`src/rtl/spi_pkg.sv`:
```
// Shared types and mode constants for the SPI receive slice.
package spi_pkg;

  // Receiver FSM: IDLE between frames, ACTIVE while chip select is low.
  typedef enum logic {
    IDLE   = 1'b0,
    ACTIVE = 1'b1
  } state_e;

  // Clock polarity encodings (idle level of sclk).
  localparam int CPOL_IDLE_LOW  = 0;
  localparam int CPOL_IDLE_HIGH = 1;

  // Clock phase encodings (which sclk edge samples mosi).
  localparam int CPHA_LEADING   = 0;
  localparam int CPHA_TRAILING  = 1;

  // The sample edge is a rising sclk edge when polarity and phase "agree":
  // idle-low/leading and idle-high/trailing both sample on the rise.
  function automatic logic sample_on_rise(input int cpol, input int cpha);
    return ((cpol == CPOL_IDLE_LOW) == (cpha == CPHA_LEADING));
  endfunction

endpackage

```
`src/rtl/spi_sync.sv`:
```
// N-stage flip-flop synchronizer with a parameterized reset value.
module spi_sync #(
  parameter int   STAGES  = 2,
  parameter logic RST_VAL = 1'b0
) (
  input  logic clk,
  input  logic rst,
  input  logic d_i,
  output logic q_o
);

  logic [STAGES-1:0] ff_q;

  // Shift the asynchronous input through the chain; reset to the idle level.
  always_ff @(posedge clk) begin
    if (rst) begin
      ff_q <= {STAGES{RST_VAL}};
    end else begin
      ff_q <= {ff_q[STAGES-2:0], d_i};
    end
  end

  assign q_o = ff_q[STAGES-1];

endmodule

```
`src/rtl/spi_slave_rx.sv`:
```
// SPI slave receiver: synchronizes sclk/mosi/cs into the clk domain,
// deserializes DATA_W-bit words and presents them on a valid/ready port.
module spi_slave_rx
  import spi_pkg::*;
#(
  parameter int DATA_W      = 8,
  parameter int SYNC_STAGES = 2,
  parameter int CPOL        = 0,
  parameter int CPHA        = 0,
  parameter int MSB_FIRST   = 1
) (
  input  logic              clk,
  input  logic              rst,
  input  logic              sclk,
  input  logic              mosi,
  input  logic              cs,
  output logic [DATA_W-1:0] rx_data,
  output logic              rx_valid,
  input  logic              rx_ready,
  output logic              overrun,
  output logic              frame_err,
  output logic              busy
);

  localparam int             CW        = $clog2(DATA_W + 1);
  localparam logic [CW-1:0]  LAST_BIT  = CW'(DATA_W - 1);
  localparam logic           SCLK_IDLE = (CPOL == CPOL_IDLE_HIGH);
  localparam logic           ON_RISE   = sample_on_rise(CPOL, CPHA);

  logic sclk_s, mosi_s, cs_s;
  logic sclk_prev_q, cs_prev_q;

  state_e state_q, state_d;

  logic [CW-1:0]     bit_cnt_q, bit_cnt_d;
  logic [DATA_W-1:0] shift_q, shift_d;
  logic [DATA_W-1:0] shift_next;
  logic [DATA_W-1:0] rx_data_q, rx_data_d;
  logic              rx_valid_q, rx_valid_d;
  logic              overrun_q, overrun_d;
  logic              frame_err_q, frame_err_d;

  logic sclk_rise, sclk_fall, sample_edge;
  logic cs_fall, cs_rise;
  logic shift_en, word_done;

  spi_sync #(.STAGES(SYNC_STAGES), .RST_VAL(SCLK_IDLE)) u_sync_sclk (
    .clk (clk),
    .rst (rst),
    .d_i (sclk),
    .q_o (sclk_s)
  );

  spi_sync #(.STAGES(SYNC_STAGES), .RST_VAL(1'b0)) u_sync_mosi (
    .clk (clk),
    .rst (rst),
    .d_i (mosi),
    .q_o (mosi_s)
  );

  spi_sync #(.STAGES(SYNC_STAGES), .RST_VAL(1'b1)) u_sync_cs (
    .clk (clk),
    .rst (rst),
    .d_i (cs),
    .q_o (cs_s)
  );

  // One-cycle delayed copies of synchronized sclk and cs for edge detection.
  always_ff @(posedge clk) begin
    if (rst) begin
      sclk_prev_q <= SCLK_IDLE;
      cs_prev_q   <= 1'b1;
    end else begin
      sclk_prev_q <= sclk_s;
      cs_prev_q   <= cs_s;
    end
  end

  assign sclk_rise   = sclk_s & ~sclk_prev_q;
  assign sclk_fall   = ~sclk_s & sclk_prev_q;
  assign sample_edge = ON_RISE ? sclk_rise : sclk_fall;
  assign cs_fall     = ~cs_s & cs_prev_q;
  assign cs_rise     = cs_s & ~cs_prev_q;

  // A sample edge counts only with cs low; the frame-opening cycle is
  // accepted too so a very early first edge is not lost.
  assign shift_en  = sample_edge & ~cs_s & ((state_q == ACTIVE) | cs_fall);
  assign word_done = shift_en & (bit_cnt_q == LAST_BIT);

  // Shift register contents after inserting the current mosi bit.
  always_comb begin
    shift_next = shift_q;
    if (MSB_FIRST != 0) begin
      shift_next = {shift_q[DATA_W-2:0], mosi_s};
    end else begin
      shift_next = {mosi_s, shift_q[DATA_W-1:1]};
    end
  end

  // FSM state register.
  always_ff @(posedge clk) begin
    if (rst) begin
      state_q <= IDLE;
    end else begin
      state_q <= state_d;
    end
  end

  // FSM next state: frame boundaries follow the synchronized chip select.
  always_comb begin
    state_d = state_q;
    case (state_q)
      IDLE:    if (cs_fall) state_d = ACTIVE;
      ACTIVE:  if (cs_rise) state_d = IDLE;
      default: state_d = IDLE;
    endcase
  end

  // FSM outputs.
  always_comb begin
    busy = (state_q == ACTIVE);
  end

  // Deserializer and output-port next state: shift, word handoff,
  // overrun on a blocked handoff, frame error on a truncated word.
  always_comb begin
    bit_cnt_d   = bit_cnt_q;
    shift_d     = shift_q;
    rx_data_d   = rx_data_q;
    rx_valid_d  = rx_valid_q;
    overrun_d   = 1'b0;
    frame_err_d = 1'b0;

    if (rx_valid_q && rx_ready) begin
      rx_valid_d = 1'b0;
    end

    if (shift_en) begin
      shift_d = shift_next;
      if (word_done) begin
        bit_cnt_d = '0;
        // The slot is free if empty or being drained this very cycle.
        if (!rx_valid_q || rx_ready) begin
          rx_data_d  = shift_next;
          rx_valid_d = 1'b1;
        end else begin
          overrun_d = 1'b1;
        end
      end else begin
        bit_cnt_d = bit_cnt_q + CW'(1);
      end
    end else if ((state_q == ACTIVE) && cs_rise) begin
      bit_cnt_d   = '0;
      shift_d     = '0;
      frame_err_d = (bit_cnt_q != '0);
    end
  end

  // Deserializer and output-port registers.
  always_ff @(posedge clk) begin
    if (rst) begin
      bit_cnt_q   <= '0;
      shift_q     <= '0;
      rx_data_q   <= '0;
      rx_valid_q  <= 1'b0;
      overrun_q   <= 1'b0;
      frame_err_q <= 1'b0;
    end else begin
      bit_cnt_q   <= bit_cnt_d;
      shift_q     <= shift_d;
      rx_data_q   <= rx_data_d;
      rx_valid_q  <= rx_valid_d;
      overrun_q   <= overrun_d;
      frame_err_q <= frame_err_d;
    end
  end

  assign rx_data   = rx_data_q;
  assign rx_valid  = rx_valid_q;
  assign overrun   = overrun_q;
  assign frame_err = frame_err_q;

endmodule

```
`config.mk`:
```
export PLATFORM = sky130hd
export DESIGN_NAME = spi_slave_rx
export DESIGN_NICKNAME = d
export VERILOG_FILES = /design/src/rtl/spi_pkg.sv /design/src/rtl/spi_sync.sv /design/src/rtl/spi_slave_rx.sv
export SDC_FILE = /design/constraint.sdc
export NUM_CORES = 1
export LEC_CHECK = 0
export ABC_AREA = 1
export BUFFER_PORTS_ARGS = -buffer_cell sky130_fd_sc_hd__buf_2
export CAP_MARGIN = 20
export CELL_PAD_IN_SITES_DETAIL_PLACEMENT = 0
export CELL_PAD_IN_SITES_GLOBAL_PLACEMENT = 2
export CORE_MARGIN = 3
export CORE_UTILIZATION = 30
export DETAILED_ROUTE_END_ITERATION = 8
export HOLD_SLACK_MARGIN = 0.06
export PLACE_DENSITY = 0.85
export SETUP_SLACK_MARGIN = 0.15
export SYNTH_ARGS = -nofsm -noshare
export SYNTH_HDL_FRONTEND = slang
export SYNTH_SLANG_ARGS = --single-unit
export TNS_END_PERCENT = 10
```
`constraint.sdc`:
```
create_clock -name clk -period 1.4 [get_ports clk]
set_input_delay 0.28 -clock clk [delete_from_list [all_inputs] [get_ports clk]]
set_output_delay 0.28 -clock clk [all_outputs]
set_load 0.01 [all_outputs]
```
# Word-level counts from Yosys, hierarchy flattened
# Index checks and enable logic that the tools add are counted.
# op_classes
muxes	13
n_reduce_logical	9
add_sub_neg	1
eq_ne	1
n_bitwise	14
# ops
cell	n
2-to-1 mux 7 bit	2
2-to-1 mux 4 bit	3
2-to-1 mux 1 bit	7
NOT 1 bit	7
bitwise AND 1 bit	6
OR reduction 3 bit	2
adder 4 x 1 -> 4 bit (second input constant)	1
== test 4 x 3 -> 1 bit (second input constant)	1
nonzero test 4 bit	1
AND reduction 3 bit	1
logical AND 1 bit	2
case mux 1 bit (2 select lines)	1
nonzero test 2 bit	1
zero test 1 bit	1
logical OR 1 bit	1
bitwise OR 1 bit	1
# totals
word_cells	50
in_bits	6
reg_bits	31

# Longest topological paths before layout
# logic_depth
word_depth	7
ltp_mapped	8
mapped_depth_nobuf	7

# Modules after synthesis
# A second synthesis with hierarchy kept.
# unflattened
hier_cells	163
area_unflattened_um2	1246.2
# by_module_without_submodules
mod	area_each_um2	n_inst	cells_per_inst
spi_slave_rx	1077.3	1	144
spi_sync at u_sync_mosi ...	55.1	2	6
spi_sync at u_sync_cs	58.8	1	7

# Least setup slack after synthesis
# OpenSTA, ideal clock, no wires.
# synth_timing
path_kind	reg-to-reg
start	register bit_cnt_q[1]
end	register rx_data_q[1], in the netlist rx_data[1]
arrival_ns	1.161
n_path_buf	1
slack_ns	0.126
setup_time_ns	0.113
path_stages_with_launch	8
cell_sequence	dfxtp_1 -> ha_1 -> nand2_2 -> nor2_4 -> nand4_4 -> buf_6 -> nor2_1 -> nor2_1
# synth_via
elab_chain_len	3
# synth_rtl
element	line_no	source
from (decl)	spi_slave_rx.sv:35	logic [CW-1:0] bit_cnt_q, bit_cnt_d;
from (signal assigned)	spi_slave_rx.sv:169	bit_cnt_q <= bit_cnt_d;
== test 4 x 3 -> 1 bit	spi_slave_rx.sv:88	assign word_done = shift_en & (bit_cnt_q == LAST_BIT);
bitwise AND 1 bit	spi_slave_rx.sv:88	
AND reduction 3 bit (no line)	--	
to (signal assigned)	spi_slave_rx.sv:171	rx_data_q <= rx_data_d;
to (decl)	spi_slave_rx.sv:38	logic [DATA_W-1:0] rx_data_q, rx_data_d;
# No other way between the ends.
# A chain may end at the register's enable or synchronous reset.

# Final worst setup path
# layout_timing
start	register bit_cnt_q[0]
end	register rx_data_q[0], in the netlist rx_data[0]
# The elaborated chain is that of the path after synthesis.

==> flow_metrics.env <==
export IMPL_hold_path_class="input pin to flip-flop"
export IMPL_synth_top_area_share_pct=49.9
export IMPL_drv_cap=0
export IMPL_final_hold_viol_count=0
export IMPL_final_nets=198
export IMPL_synth_area_top_cells="dfxtp_1 50%, nand3_1 9.3%, nand2_1 7.9%"
export IMPL_synth_area_um2=1240
export IMPL_peakVddDrop_uv=542
export IMPL_outcome="complete, no violations"
export IMPL_synth_cell_types=19
export IMPL_cts_buffers=5
export IMPL_avgRoutedWirePerCell_um=10.7
export IMPL_synth_area_per_cell_um2=7.67
export IMPL_gp_congestion=0.799
export IMPL_core_um2=3830
export IMPL_clock_fmax_mhz=788
export IMPL_fp_dieArea_um2=4950
export IMPL_finish_utilization_pct=41.6
export IMPL_first_pass_iters=4
export IMPL_crit_slowest_cell="dfxtp_4"
export IMPL_ff_latch_area_um2=629
export IMPL_tightestPinTransition_ns=0.442
export IMPL_dpl_worst_slack_ns=0.0557
export IMPL_p_sw_share_pct=21.4
export IMPL_seq_power_share_pct=51.8
export IMPL_final_common_cell="dfxtp_1"
export IMPL_grt_pass1_wl_mm=4.38
export IMPL_setup_worst_path_start_class="flip-flop"
export IMPL_nFillCells=390
export IMPL_period_needed_ns=1.27
export IMPL_cp_slowest_stage_delay_ns=0.37
export IMPL_track_usage_pct=11.5
export IMPL_worstSkewPairLatency_ns=0.28
export IMPL_cpMostUsedCell="nand2_2"
export IMPL_start_util_pct=32.5
export IMPL_dp_hpwl_mm=1.63
export IMPL_yosysSeqAreaShare_pct=49.9
export IMPL_multiInputGateArea_um2=548
export IMPL_combPwrFrac_pct=3.7
export IMPL_slew_limit_headroom_pct=70.5
export IMPL_via_per_inst=4.47
export IMPL_worstPathArrival_ns=1.49
export IMPL_antenna_found_initial=0
export IMPL_htreeDepth=2
export IMPL_drive_gt1_share_pct=26.7
export IMPL_die_y_um=70.4
export IMPL_synth_top_area_cell="dfxtp_1"
export IMPL_grt_overflow=0
export IMPL_postSynthCellCount=162
export IMPL_finClkSkew_ns=0.00477
export IMPL_wl_mm=2.57
export IMPL_critical_path_cell_chain="ha_4 > nand2_4 > nor2_4 > nand4_4 > nand2_2 > nand2_2 > nor2_2"
export IMPL_netSwitchingPower_uw=371
export IMPL_cts_sinks=31
export IMPL_route_detailed_drc=0
export IMPL_p_int_uw=1360
export IMPL_synthArstFlopShare_pct=0
export IMPL_leakagePower_uw=0.000783
export IMPL_cp_required_ns=1.62
export IMPL_place_port_buffers=17
export IMPL_clkSlewWorstSetupHoldPaths_ns=0.06
export IMPL_holdWs_ns=0.180
export IMPL_worstPathMaxFanout=8
export IMPL_syn_nets=170
export IMPL_final_max_slew_viol_count=0
export IMPL_grt_pass1_vias=939
export IMPL_ant_nets=0
export IMPL_die_x_um=70.4
export IMPL_synth_edf_count=0
export IMPL_area_delta_synth_final_pct=28.1
export IMPL_post_route_period_util_pct=90.6
export IMPL_vias=1068
export IMPL_diodes=0
export IMPL_rows=22
export IMPL_rsz0062_at_grt="yes"
export IMPL_p_per_area_nw_per_um2=1090
export IMPL_cts_hold_buffers_added=0
export IMPL_drtIter0Drc=73
export IMPL_ys_ff_latch=31
export IMPL_worst_setup_path_end_kind="flip-flop"
export IMPL_critical_path_class="flip-flop to flip-flop"
export IMPL_io_pins=18
export IMPL_cts_root_buf="clkbuf_8"
export IMPL_cts_tree="done"
export IMPL_yosys_warnings=0
export IMPL_tns_ns=0
export IMPL_final_cell_mix="28 x dfxtp_1, 24 x nor2_1, 23 x inv_1, 23 x nand2_1, 23 x nand3_1"
export IMPL_setup_viol=0
export IMPL_synth_ff_type="dfxtp_1"
export IMPL_grt_max_degree=19
export IMPL_fin_ws_ns=0.132
export IMPL_pwr_share_clk_pct=44.5
export IMPL_cts_buffer_depth=2
==> synth_stat cells, types with 2 or more instances <==
cell,count
nand3_1,23
ha_1,2
buf_2,2
nor2_1,25
buf_6,2
or2_2,2
a21oi_1,12
nand2_1,26
o21ai_0,3
clkbuf_1,3
nand2_2,2
inv_1,23
dfxtp_1,31
==> flip-flops by register name (all words and copies together) (netlist names) <==
signal            cells
rx_data               8
shift_q               7
bit_cnt_q             4
u_sync_cs.ff_q        2
u_sync_mosi.ff_q      2
u_sync_sclk.ff_q      2
busy                  1
cs_prev_q             1
frame_err             1
overrun               1
rx_valid              1
sclk_prev_q           1
==> what timing repair did <==
action,in CTS,in global routing
resized for setup,5,7
gates cloned,1,0
pin swaps,2,6
buffers inserted,1,3
endpoints found under the setup margin,15,19
==> cells by family (layout without fill, tap and decap cells) <==
| family | count (synthesis) | count (layout) | synth area share, % |
|---|---|---|---|
| AO/OA/AOI/OAI | 16 | 16 | 6.65 |
| adder cells (fa/ha/maj) | 2 | 2 | 2.01 |
| buffers and inverters | 31 | 59 | 11.1 |
| flip-flops | 31 | 31 | 50.0 |
| AND/OR/NAND/NOR | 82 | 83 | 30.3 |
==> stage by stage <==
step	total power [uW]	cell area (um^2)	cells
after floorplan	956	1260	162
after global placement	974	1400	226
after detailed placement	976	1400	226
after CTS	1760	1550	236
after global routing	1810	1590	239
final	1730	1590	239
==> path summary, 6_finish.rpt <==
kind | from | end | slack [ns] | depth (start not counted)
setup / recovery | bit_cnt_q[0]$_SDFFE_PP0P_ | rx_data[0]$_SDFFE_PP0P_ | 0.13 | 7
hold reg to reg | u_sync_mosi.ff_q[0]$_SDFF_PP0_ | u_sync_mosi.ff_q[1]$_SDFF_PP0_ | 0.40 | 2
setup reg to reg | bit_cnt_q[0]$_SDFFE_PP0P_ | rx_data[0]$_SDFFE_PP0P_ | 0.13 | 7
hold / removal | cs | u_sync_cs.ff_q[0]$_SDFF_PP1_ | 0.18 | 2
==> cell type report <==
class / count / share of cell area [%]
multi-input cells: 101 / 34.4
flip-flops and latches: 31 / 39.5
repair buffers: 28 / 10.5
well taps: 48 / 3.77
inverters: 23 / 5.42
clock buffers: 8 / 6.29
==> layer usage <==
layer | up-vias | GRT usage, % | part of all wire, %
met5 | - | 0 | 0
met4 | 0 | 5.11 | 0.70
met3 | 2 | 5.61 | 5.6
met2 | 26 | 16.8 | 46
met1 | 475 | 14.0 | 48
li1 | 565 | - | -
==> power by group through the flow <==
stage               Clock [uW]  Combinational, uW  Sequential [uW]
floorplan                    0               38.0              918
global placement             0               55.7              918
detailed placement           0               57.4              918
CTS                        797               62.1              899
global route               843               71.3              896
finish                     770               63.4              896
==> worst max-delay path, delay by kind of cell, from the launching register on <==
| kind | cells | cell delay (ns) |
|---|---|---|
| flip-flops | 1 | 0.37 |
| adder cells (fa/ha/maj) | 1 | 0.14 |
| AND/OR/NAND/NOR | 6 | 0.69 |
Note: power is estimated with default switching activity, not from simulation.
